### config.mk
export PLATFORM = sky130hd
export DESIGN_NAME = blend_operand_stage
export DESIGN_NICKNAME = d
export VERILOG_FILES = /design/src/rtl/blend_operand_stage.sv
export SDC_FILE = /design/constraint.sdc
export NUM_CORES = 1
export LEC_CHECK = 0
export CAP_MARGIN = 10
export CORE_ASPECT_RATIO = 0.6
export CORE_UTILIZATION = 35
export DETAILED_ROUTE_END_ITERATION = 8
export GPL_ROUTABILITY_DRIVEN = 0
export SETUP_SLACK_MARGIN = 0.4
export SLEW_MARGIN = 20
export SYNTH_ARGS = -nofsm -noshare
export SYNTH_HDL_FRONTEND = slang
export SYNTH_SLANG_ARGS = --single-unit
### constraint.sdc
create_clock -name aclk -period 9.3 [get_ports aclk]
set_input_delay 1.395 -clock aclk [delete_from_list [all_inputs] [get_ports aclk]]
set_output_delay 1.395 -clock aclk [all_outputs]
set_load 0.05 [all_outputs]
### src/rtl/blend_operand_stage.sv
`default_nettype none
// ============================================================================
// Module   : blend_operand_stage
// Brief    : Fragment-blend front end. Selects source/destination blend
//            factors, drives the four operands of the external two-cycle
//            saturating mixer (A*B + C*D), realigns the mixer result with
//            its pixel index and buffers it in a first-word-fall-through
//            output FIFO. Input acceptance is metered by credits because
//            the mixer cannot be stalled.
// Revision : 1.0 - initial release
// ============================================================================
module blend_operand_stage #(
  parameter int SUB_PIXEL_WIDTH = 8,
  parameter int INDEX_WIDTH     = 16,
  parameter int FIFO_DEPTH      = 8     // power of two, at least 4
) (
  input  logic                         aclk,
  input  logic                         resetn,
  input  logic                         conf_blend_enable,
  input  logic [3:0]                   conf_src_factor,
  input  logic [3:0]                   conf_dst_factor,
  input  logic                         s_valid,
  output logic                         s_ready,
  input  logic [4*SUB_PIXEL_WIDTH-1:0] s_src_color,
  input  logic [4*SUB_PIXEL_WIDTH-1:0] s_dst_color,
  input  logic [INDEX_WIDTH-1:0]       s_index,
  output logic [4*SUB_PIXEL_WIDTH-1:0] mix_color_a,
  output logic [4*SUB_PIXEL_WIDTH-1:0] mix_color_b,
  output logic [4*SUB_PIXEL_WIDTH-1:0] mix_color_c,
  output logic [4*SUB_PIXEL_WIDTH-1:0] mix_color_d,
  input  logic [4*SUB_PIXEL_WIDTH-1:0] mix_result,
  output logic                         m_valid,
  input  logic                         m_ready,
  output logic [4*SUB_PIXEL_WIDTH-1:0] m_color,
  output logic [INDEX_WIDTH-1:0]       m_index
);

  // --------------------------------------------------------------------------
  // Constants
  // --------------------------------------------------------------------------
  localparam int c_SPW = SUB_PIXEL_WIDTH;
  localparam int c_PW  = 4 * SUB_PIXEL_WIDTH;
  localparam int c_EW  = c_PW + INDEX_WIDTH;          // FIFO entry width
  localparam int c_AW  = $clog2(FIFO_DEPTH);          // FIFO pointer width
  localparam int c_CW  = c_AW + 1;                    // count / credit width

  // Outstanding work is at most FIFO_DEPTH + 3, which still fits c_CW bits
  // for any depth of at least 4.
  localparam logic [c_CW-1:0] c_DEPTH = c_CW'(FIFO_DEPTH);

  localparam logic [3:0] c_F_ZERO          = 4'd0;
  localparam logic [3:0] c_F_ONE           = 4'd1;
  localparam logic [3:0] c_F_DST_COLOR     = 4'd2;
  localparam logic [3:0] c_F_INV_DST_COLOR = 4'd3;
  localparam logic [3:0] c_F_SRC_ALPHA     = 4'd4;
  localparam logic [3:0] c_F_INV_SRC_ALPHA = 4'd5;
  localparam logic [3:0] c_F_DST_ALPHA     = 4'd6;
  localparam logic [3:0] c_F_INV_DST_ALPHA = 4'd7;
  localparam logic [3:0] c_F_ALPHA_SAT     = 4'd8;
  localparam logic [3:0] c_F_SRC_COLOR     = 4'd9;
  localparam logic [3:0] c_F_INV_SRC_COLOR = 4'd10;

  // --------------------------------------------------------------------------
  // Factor selection
  // --------------------------------------------------------------------------
  // Decodes one factor code into a full-pixel factor. The saturate code is
  // only meaningful as a source factor; the destination side passes
  // i_sat_allowed = 0 so that code collapses to ZERO there.
  function automatic logic [c_PW-1:0] f_factor(
    input logic [3:0]      i_code,
    input logic [c_PW-1:0] i_src,
    input logic [c_PW-1:0] i_dst,
    input logic [c_PW-1:0] i_sat,
    input logic            i_sat_allowed
  );
    logic [c_PW-1:0] w_src_alpha_rep;
    logic [c_PW-1:0] w_dst_alpha_rep;
    w_src_alpha_rep = {4{i_src[c_SPW-1:0]}};
    w_dst_alpha_rep = {4{i_dst[c_SPW-1:0]}};
    case (i_code)
      c_F_ZERO:          f_factor = '0;
      c_F_ONE:           f_factor = '1;
      c_F_DST_COLOR:     f_factor = i_dst;
      c_F_INV_DST_COLOR: f_factor = ~i_dst;
      c_F_SRC_ALPHA:     f_factor = w_src_alpha_rep;
      c_F_INV_SRC_ALPHA: f_factor = ~w_src_alpha_rep;
      c_F_DST_ALPHA:     f_factor = w_dst_alpha_rep;
      c_F_INV_DST_ALPHA: f_factor = ~w_dst_alpha_rep;
      c_F_ALPHA_SAT:     f_factor = i_sat_allowed ? i_sat : '0;
      c_F_SRC_COLOR:     f_factor = i_src;
      c_F_INV_SRC_COLOR: f_factor = ~i_src;
      default:           f_factor = '0;   // unused codes behave as ZERO
    endcase
  endfunction

  logic [c_SPW-1:0] w_src_alpha;
  logic [c_SPW-1:0] w_inv_dst_alpha;
  logic [c_SPW-1:0] w_sat_rgb;
  logic [c_PW-1:0]  w_sat_factor;
  logic [c_PW-1:0]  w_src_factor;
  logic [c_PW-1:0]  w_dst_factor;

  assign w_src_alpha     = s_src_color[c_SPW-1:0];
  assign w_inv_dst_alpha = ~s_dst_color[c_SPW-1:0];
  // min(As, ~Ad) for the RGB channels; alpha channel of the factor is one.
  assign w_sat_rgb       = (w_src_alpha < w_inv_dst_alpha) ? w_src_alpha
                                                           : w_inv_dst_alpha;
  assign w_sat_factor    = {{3{w_sat_rgb}}, {c_SPW{1'b1}}};

  assign w_src_factor = f_factor(conf_src_factor, s_src_color, s_dst_color,
                                 w_sat_factor, 1'b1);
  assign w_dst_factor = f_factor(conf_dst_factor, s_src_color, s_dst_color,
                                 w_sat_factor, 1'b0);

  // --------------------------------------------------------------------------
  // Credits
  // --------------------------------------------------------------------------
  logic                   r_ready_en;
  logic                   r_v0;
  logic                   r_v1;
  logic                   r_v2;
  logic [INDEX_WIDTH-1:0] r_idx0;
  logic [INDEX_WIDTH-1:0] r_idx1;
  logic [INDEX_WIDTH-1:0] r_idx2;
  logic [c_AW-1:0]        r_wr_ptr;
  logic [c_AW-1:0]        r_rd_ptr;
  logic [c_CW-1:0]        r_count;
  logic [c_CW-1:0]        w_outstanding;
  logic                   w_accept;
  logic                   w_push;
  logic                   w_pop;

  // Every fragment between acceptance and the FIFO head holds one credit,
  // so a full set of credits guarantees a free FIFO slot for each result
  // still in flight. Built from registers only.
  assign w_outstanding = r_count + c_CW'(r_v0) + c_CW'(r_v1) + c_CW'(r_v2);
  assign s_ready       = r_ready_en && (w_outstanding < c_DEPTH);
  assign w_accept      = s_valid && s_ready;

  // Holds s_ready low through reset and for the release edge itself.
  always_ff @(posedge aclk or negedge resetn) begin
    if (!resetn) begin
      r_ready_en <= 1'b0;
    end else begin
      r_ready_en <= 1'b1;
    end
  end

  // --------------------------------------------------------------------------
  // Stage 0: operand registers
  // --------------------------------------------------------------------------
  // Captures the mixer operands on acceptance; they hold otherwise, only v0
  // says whether they describe a live fragment.
  always_ff @(posedge aclk or negedge resetn) begin
    if (!resetn) begin
      r_v0        <= 1'b0;
      r_idx0      <= '0;
      mix_color_a <= '0;
      mix_color_b <= '0;
      mix_color_c <= '0;
      mix_color_d <= '0;
    end else begin
      r_v0 <= w_accept;
      if (w_accept) begin
        r_idx0      <= s_index;
        mix_color_a <= s_src_color;
        if (conf_blend_enable) begin
          mix_color_b <= w_src_factor;
          mix_color_c <= s_dst_color;
          mix_color_d <= w_dst_factor;
        end else begin
          // src * all-ones + rounding 0xFF returns src exactly.
          mix_color_b <= '1;
          mix_color_c <= '0;
          mix_color_d <= '0;
        end
      end
    end
  end

  // --------------------------------------------------------------------------
  // Stages 1-2: valid/index delay matching the mixer latency
  // --------------------------------------------------------------------------
  // Shifts valid and index so that v2/idx2 line up with mix_result.
  always_ff @(posedge aclk or negedge resetn) begin
    if (!resetn) begin
      r_v1   <= 1'b0;
      r_v2   <= 1'b0;
      r_idx1 <= '0;
      r_idx2 <= '0;
    end else begin
      r_v1   <= r_v0;
      r_v2   <= r_v1;
      r_idx1 <= r_idx0;
      r_idx2 <= r_idx1;
    end
  end

  // --------------------------------------------------------------------------
  // Output FIFO (first-word-fall-through)
  // --------------------------------------------------------------------------
  logic [c_EW-1:0] r_mem [FIFO_DEPTH];
  logic [c_EW-1:0] w_head;

  assign w_push  = r_v2;
  assign m_valid = (r_count != '0);
  assign w_pop   = m_valid && m_ready;

  // Advances the FIFO pointers and occupancy; push+pop leaves count as is.
  always_ff @(posedge aclk or negedge resetn) begin
    if (!resetn) begin
      r_wr_ptr <= '0;
      r_rd_ptr <= '0;
      r_count  <= '0;
    end else begin
      if (w_push) begin
        r_wr_ptr <= r_wr_ptr + c_AW'(1);
      end
      if (w_pop) begin
        r_rd_ptr <= r_rd_ptr + c_AW'(1);
      end
      case ({w_push, w_pop})
        2'b10:   r_count <= r_count + c_CW'(1);
        2'b01:   r_count <= r_count - c_CW'(1);
        default: r_count <= r_count;
      endcase
    end
  end

  // Stores the realigned mixer result; storage needs no reset because the
  // read side is qualified by the occupancy count.
  always_ff @(posedge aclk) begin
    if (w_push) begin
      r_mem[r_wr_ptr] <= {mix_result, r_idx2};
    end
  end

  // Head entry is forced to zero while empty so no stale data is visible,
  // including during and right after reset.
  assign w_head             = r_mem[r_rd_ptr];
  assign {m_color, m_index} = m_valid ? w_head : '0;

  // The credit check must make overflow impossible.
  a_fifo_no_overflow: assert property (
    @(posedge aclk) disable iff (!resetn)
    !(w_push && !w_pop && (r_count == c_DEPTH))
  );

endmodule
`default_nettype wire

Word level (Yosys, flattened, before mapping)
Memory sizes are Yosys's and may differ from the RTL's.
Index checks and enable logic that the tools add are counted.
- flip-flop bits (word level): 190
- RAM bits: 384
- input port bits: 125
- logic and storage cells: 65
- memories: 1
- $add $sub $neg: 7
- $lt $le $gt $ge: 2
- equal/unequal tests: 21
- muxes and demuxes: 10
- bitwise logic cells: 5
- reductions and logical operators: 5
- memories (memory ; words ; bits a word ; read ports ; clocked after memory_dff ; wr ports ; line ; text):
    r_mem ; 8 ; 48 ; 1 ; 0 ; 1 ; 202 ; logic [c_EW-1:0] r_mem [FIFO_DEPTH];
- operator list (operator ; number):
    32-bit case mux with 10 select lines ; 1
    32-bit case mux with 9 select lines ; 1
    32-bit inverter ; 4
    32-bit 2-to-1 mux ; 3
    48-bit 2-to-1 mux ; 1
    4-bit by 3-bit == test with 1-bit output, second input constant ; 8
    4-bit == test, second input constant ; 5
    4-bit by 2-bit == test with 1-bit output, second input constant ; 4
    4-bit by 1-bit adder with 4-bit output ; 3
    4-bit by 1-bit == test with 1-bit output, second input constant ; 2
    8-bit < comparator ; 1
    8-bit 2-to-1 mux ; 1
    8-bit inverter ; 1
    4-bit case mux with 2 select lines ; 1
    3-bit by 1-bit adder with 3-bit output, second input constant ; 2
    4-bit by 1-bit adder with 4-bit output, second input constant ; 1
    4-bit < comparator, second input constant ; 1
    4-bit nonzero test ; 1
    4-bit by 1-bit subtractor with 4-bit output, second input constant ; 1
    1-bit logical AND ; 3
    2-bit by 1-bit == test with 1-bit output, second input constant ; 1
    2-bit == test, second input constant ; 1
    1-bit 2-to-1 mux ; 2
    2-bit nonzero test ; 1

Depth between registers and ports, before layout
- word-level depth: 6
- depth in mapped cells: 12

Worst setup path before layout
OpenSTA, ideal clock, no wires.
- path kind: flip-flop to flip-flop
- start point: register r_wr_ptr[2]
- end point: memory r_mem[0][0] (netlist bit) (enable)
- arrival: 3.850 ns
- data required time: 8.787 ns
- slack: 4.938 ns
- stages on the path, launching flop included: 3
- buffers on the path: 0
- path through: dfrtp_1 -> nand2b_1 -> nor3_1
- RTL lines (element ; line ; text):
    from (decl) ; 125 ; logic [c_AW-1:0] r_wr_ptr;
    from (signal assigned) ; 217 ; r_wr_ptr <= r_wr_ptr + c_AW'(1);
    to (decl) ; 202 ;
Straight into the memory's write port.

Final worst setup path
- start point: register r_rd_ptr[0]
- end point: output port m_index[3]
- cells in the longest elaborated chain, start to end: 2
- RTL lines (element ; line ; text):
    from (decl) ; 126 ; logic [c_AW-1:0] r_rd_ptr;
    from (signal assigned) ; 220 ; r_rd_ptr <= r_rd_ptr + c_AW'(1);
    memory 8 x 48 bit ; - ;
    48-bit 2-to-1 mux ; 241 ; assign {m_color, m_index} = m_valid ? w_head : '0;
    to (decl) ; 35 ; output logic [INDEX_WIDTH-1:0] m_index
No other way between the ends.

==> insert_results.sql <==
INSERT INTO impl_metrics (metric_group, metric, value, unit) VALUES
('clock_tree', 'cts-root-to-sink-buffers', '3', ''),
('power_and_ir_drop', 'internal-power', '6080', 'uW'),
('layout', 'share_of_cells_above_drive_strength_1', '15.3', '%'),
('route', 'drt_iter0_markers', '1669', ''),
('power_and_ir_drop', 'power_switching_share', '39.8', '%'),
('synthesis', 'ys_seq_elements', '574', ''),
('synthesis', 'synth_edf_count', '384', ''),
('layout', 'areaGrowthSynthToFinish', '23.3', '%'),
('sta', 'final_min_period_over_clock_period', '58.2', '%'),
('synthesis', 'syn_area', '24800', 'sq um'),
('power_and_ir_drop', 'leak_pwr', '0.0110', 'uW'),
('global_route', 'first_global_vias', '15300', ''),
('sta', 'final_hold_viol_count', '0', ''),
('clock_tree', 'postCtsSetupBuffers', '0', ''),
('place', 'port_buffers', '302', ''),
('layout', 'commonest_cells_after_routing_fill_and_taps_aside', 'edfxtp_1 (384), clkdlybuf4s50_1 (298), dfrtp_1 (187)', ''),
('global_route', 'grt_util_all_layers', '19.4', '%'),
('sta', 'tightest_slew', '1.11', 'ns'),
('synthesis', 'post-synth-top-area-cell', 'edfxtp_1', ''),
('route', 'postRouteWirelength', '70.6', 'mm'),
('sta', 'setup_total_negative_slack', '0', 'ns'),
('hold_path', 'timing.hold.worst_path_depth', '0', ''),
('global_route', 'pin_count_of_the_biggest_net_entering_global_routing', '89', ''),
('route', 'number_of_vias_in_the_routed_layout', '15500', ''),
('worst_setup_path', 'setup.worst_path.end_class', 'primary output', ''),
('clock_tree', 'tritoncts', 'done', ''),
('global_route', 'global_route.overflow_total', '0', ''),
('layout', 'finish.utilization', '43.7', '%'),
('floorplanning', 'core_region_area', '69900', 'sq um'),
('power_and_ir_drop', 'power.share.clock', '22.3', '%'),
('floorplanning', 'fp.dieH', '208', 'um'),
('run', 'cap_viol_max_count', '0', ''),
('power_and_ir_drop', 'power.density', '331', 'nW/um^2'),
('floorplanning', 'io-pin-count', '303', ''),
('global_route', 'grt_pass1_wl', '105', 'mm'),
('power_and_ir_drop', 'sequentialPowerShare', '36.7', '%'),
('synthesis', 'postSynthNetCount', '1761', ''),
('worst_setup_path', 'timing.setup.critical_path_class', 'register to primary output', ''),
('run_status', 'status', 'finished clean', ''),
('sta', 'setup_violations', '0', ''),
('route', 'dr.pass1.iters', '6', ''),
('synthesis', 'ys_top_cells_by_area', 'edfxtp_1 (47%), dfrtp_1 (19%), mux4_2 (8.7%), mux2i_1 (4.6%), mux2_2 (2.4%)', ''),
('sta', 'clock_skew', '0.0141', 'ns'),
('sta', 'layout_min_cycle_time', '5.41', 'ns'),
('sta', 'grt_setup_unrepaired', 'false', ''),
('route', 'routed_wire_length_per_instance', '24.8', 'um'),
('place', 'placed_area', '28700', 'sq um'),
('route', 'drcViolationCount', '0', ''),
('floorplanning', 'dieArea', '71900', 'sq um'),
('power_and_ir_drop', 'comb_power_share', '41.0', '%'),
('floorplanning', 'fp.dieW', '345', 'um'),
('clock_tree', 'clk_root_buffer_cell', 'clkbuf_16', ''),
('clock_tree', 'cts-htree-levels', '2', ''),
('floorplanning', 'initial_utilization', '35.4', '%'),
('worst_setup_path', 'cp.arrival', '4.02', 'ns'),
('place', 'place_hpwl', '45.9', 'mm'),
('clock_tree', 'postCtsResizedCells', '0', ''),
('synthesis', 'main_flop_type_after_synthesis', 'edfxtp_1', ''),
('clock_tree', 'holdBufCountCts', '0', ''),
('route', 'via_per_inst', '5.42', ''),
('sta', 'finalHoldWorstSlack', '0.348', 'ns'),
('power_and_ir_drop', 'finalPower', '10100', 'uW'),
('layout', 'fin_nets', '2017', ''),
('hold_path', 'min_path_type', 'register to register', ''),
('synthesis', 'syn-instance-count', '1621', ''),
('synthesis', 'synth.yosys.warnings', '0', ''),
('synthesis', 'async_flop_share', '33.1', '%'),
('power_and_ir_drop', 'largest_vdd_supply_drop', '0.197', 'mV'),
('power_and_ir_drop', 'netSwitchingPower', '4020', 'uW'),
('worst_setup_path', 'critical_path_required', '7.91', 'ns'),
('floorplanning', 'rows', '75', '');
==> synth_stat cells (all sizes together) (32+ instances only) <==
| library cell | count |
|---|---|
| a22oi | 52 |
| buf | 48 |
| clkbuf | 89 |
| dfrtp | 190 |
| edfxtp | 384 |
| inv | 35 |
| mux2 | 53 |
| mux2i | 113 |
| mux4 | 96 |
| nand2 | 102 |
| nor2 | 110 |
| o21ai | 47 |
| o22a | 32 |
| o2bb2ai | 48 |
==> worst paths after layout <==
kind	start	endpoint	slack [ns]
worst max-delay path	r_rd_ptr[0]	m_index[3]	3.89
worst min-delay path	r_idx1[9]	r_idx2[9]	0.35
worst max register to register	r_count[0]	mix_color_d[0]	5.52
worst min register to register	r_idx1[9]	r_idx2[9]	0.35
max in group asynchronous	resetn	mix_color_a[17]	6.39
min in group asynchronous	resetn	mix_color_c[5]	0.76
==> state kept, by name, indices dropped and copies added, names as in the netlist, 3 cells and up <==
register and count:
mix_color_a 32, mix_color_b 32, mix_color_c 32, mix_color_d 32, r_count 4, r_idx0 16
r_idx1 16, r_idx2 16, r_mem 384, r_rd_ptr 3, r_wr_ptr 3
==> per-layer routing <==
metal	track usage, %	up-vias	routed length (um)
met3	4.24	102	5760
met1	30.3	7982	33500
li1	-	6750	-
met2	27.4	618	30000
met4	4.60	0	1350
met5	0	-	0
==> critical path, stage by stage (launching register included) <==
cell and delay (ns):
dfrtp_4 1.05, buf_6 0.69, mux4_2 0.60, mux2i_1 0.20
nor2_1 0.06, clkdlybuf4s50_1 0.74
==> area by class of cell <==
cell class	instances	area, sq um
fillers	6161	39400
repair buffers	336	3270
clock buffers	68	1470
clock inverters	36	344
multi-input cells	875	7860
flip-flops and latches	574	16300
diodes	2	5.00
inverters	35	131
well taps	924	1160
==> cells by family after synthesis <==
logic type      synth area share [%]
fa+ha+maj                      0.819
simple gates                    4.71
buf+inv                         2.77
mux                             15.7
compound gates                  9.32
xor+xnor                       0.884
flops                           65.8
other cells                   0.0151
==> power groups by stage <==
stage / clock network, uW / logic (uW) / registers, uW
after global routing: 2410 / 4340 / 3780
after detailed placement: 0 / 4180 / 3760
after CTS: 2320 / 4190 / 3720
final: 2250 / 4150 / 3710
after floorplan: 0 / 2090 / 4360
after global placement: 0 / 4160 / 3730
==> through the flow <==
step           setup slack [ns]  std cells
6_report                   3.89       2850
5_1_grt                    3.54       2849
4_1_cts                    3.40       2848
3_5_place_dp               4.09       2744
3_3_place_gp               4.16       2744
2_1_floorplan              4.94       1621
(Power assumes the default switching activity.)
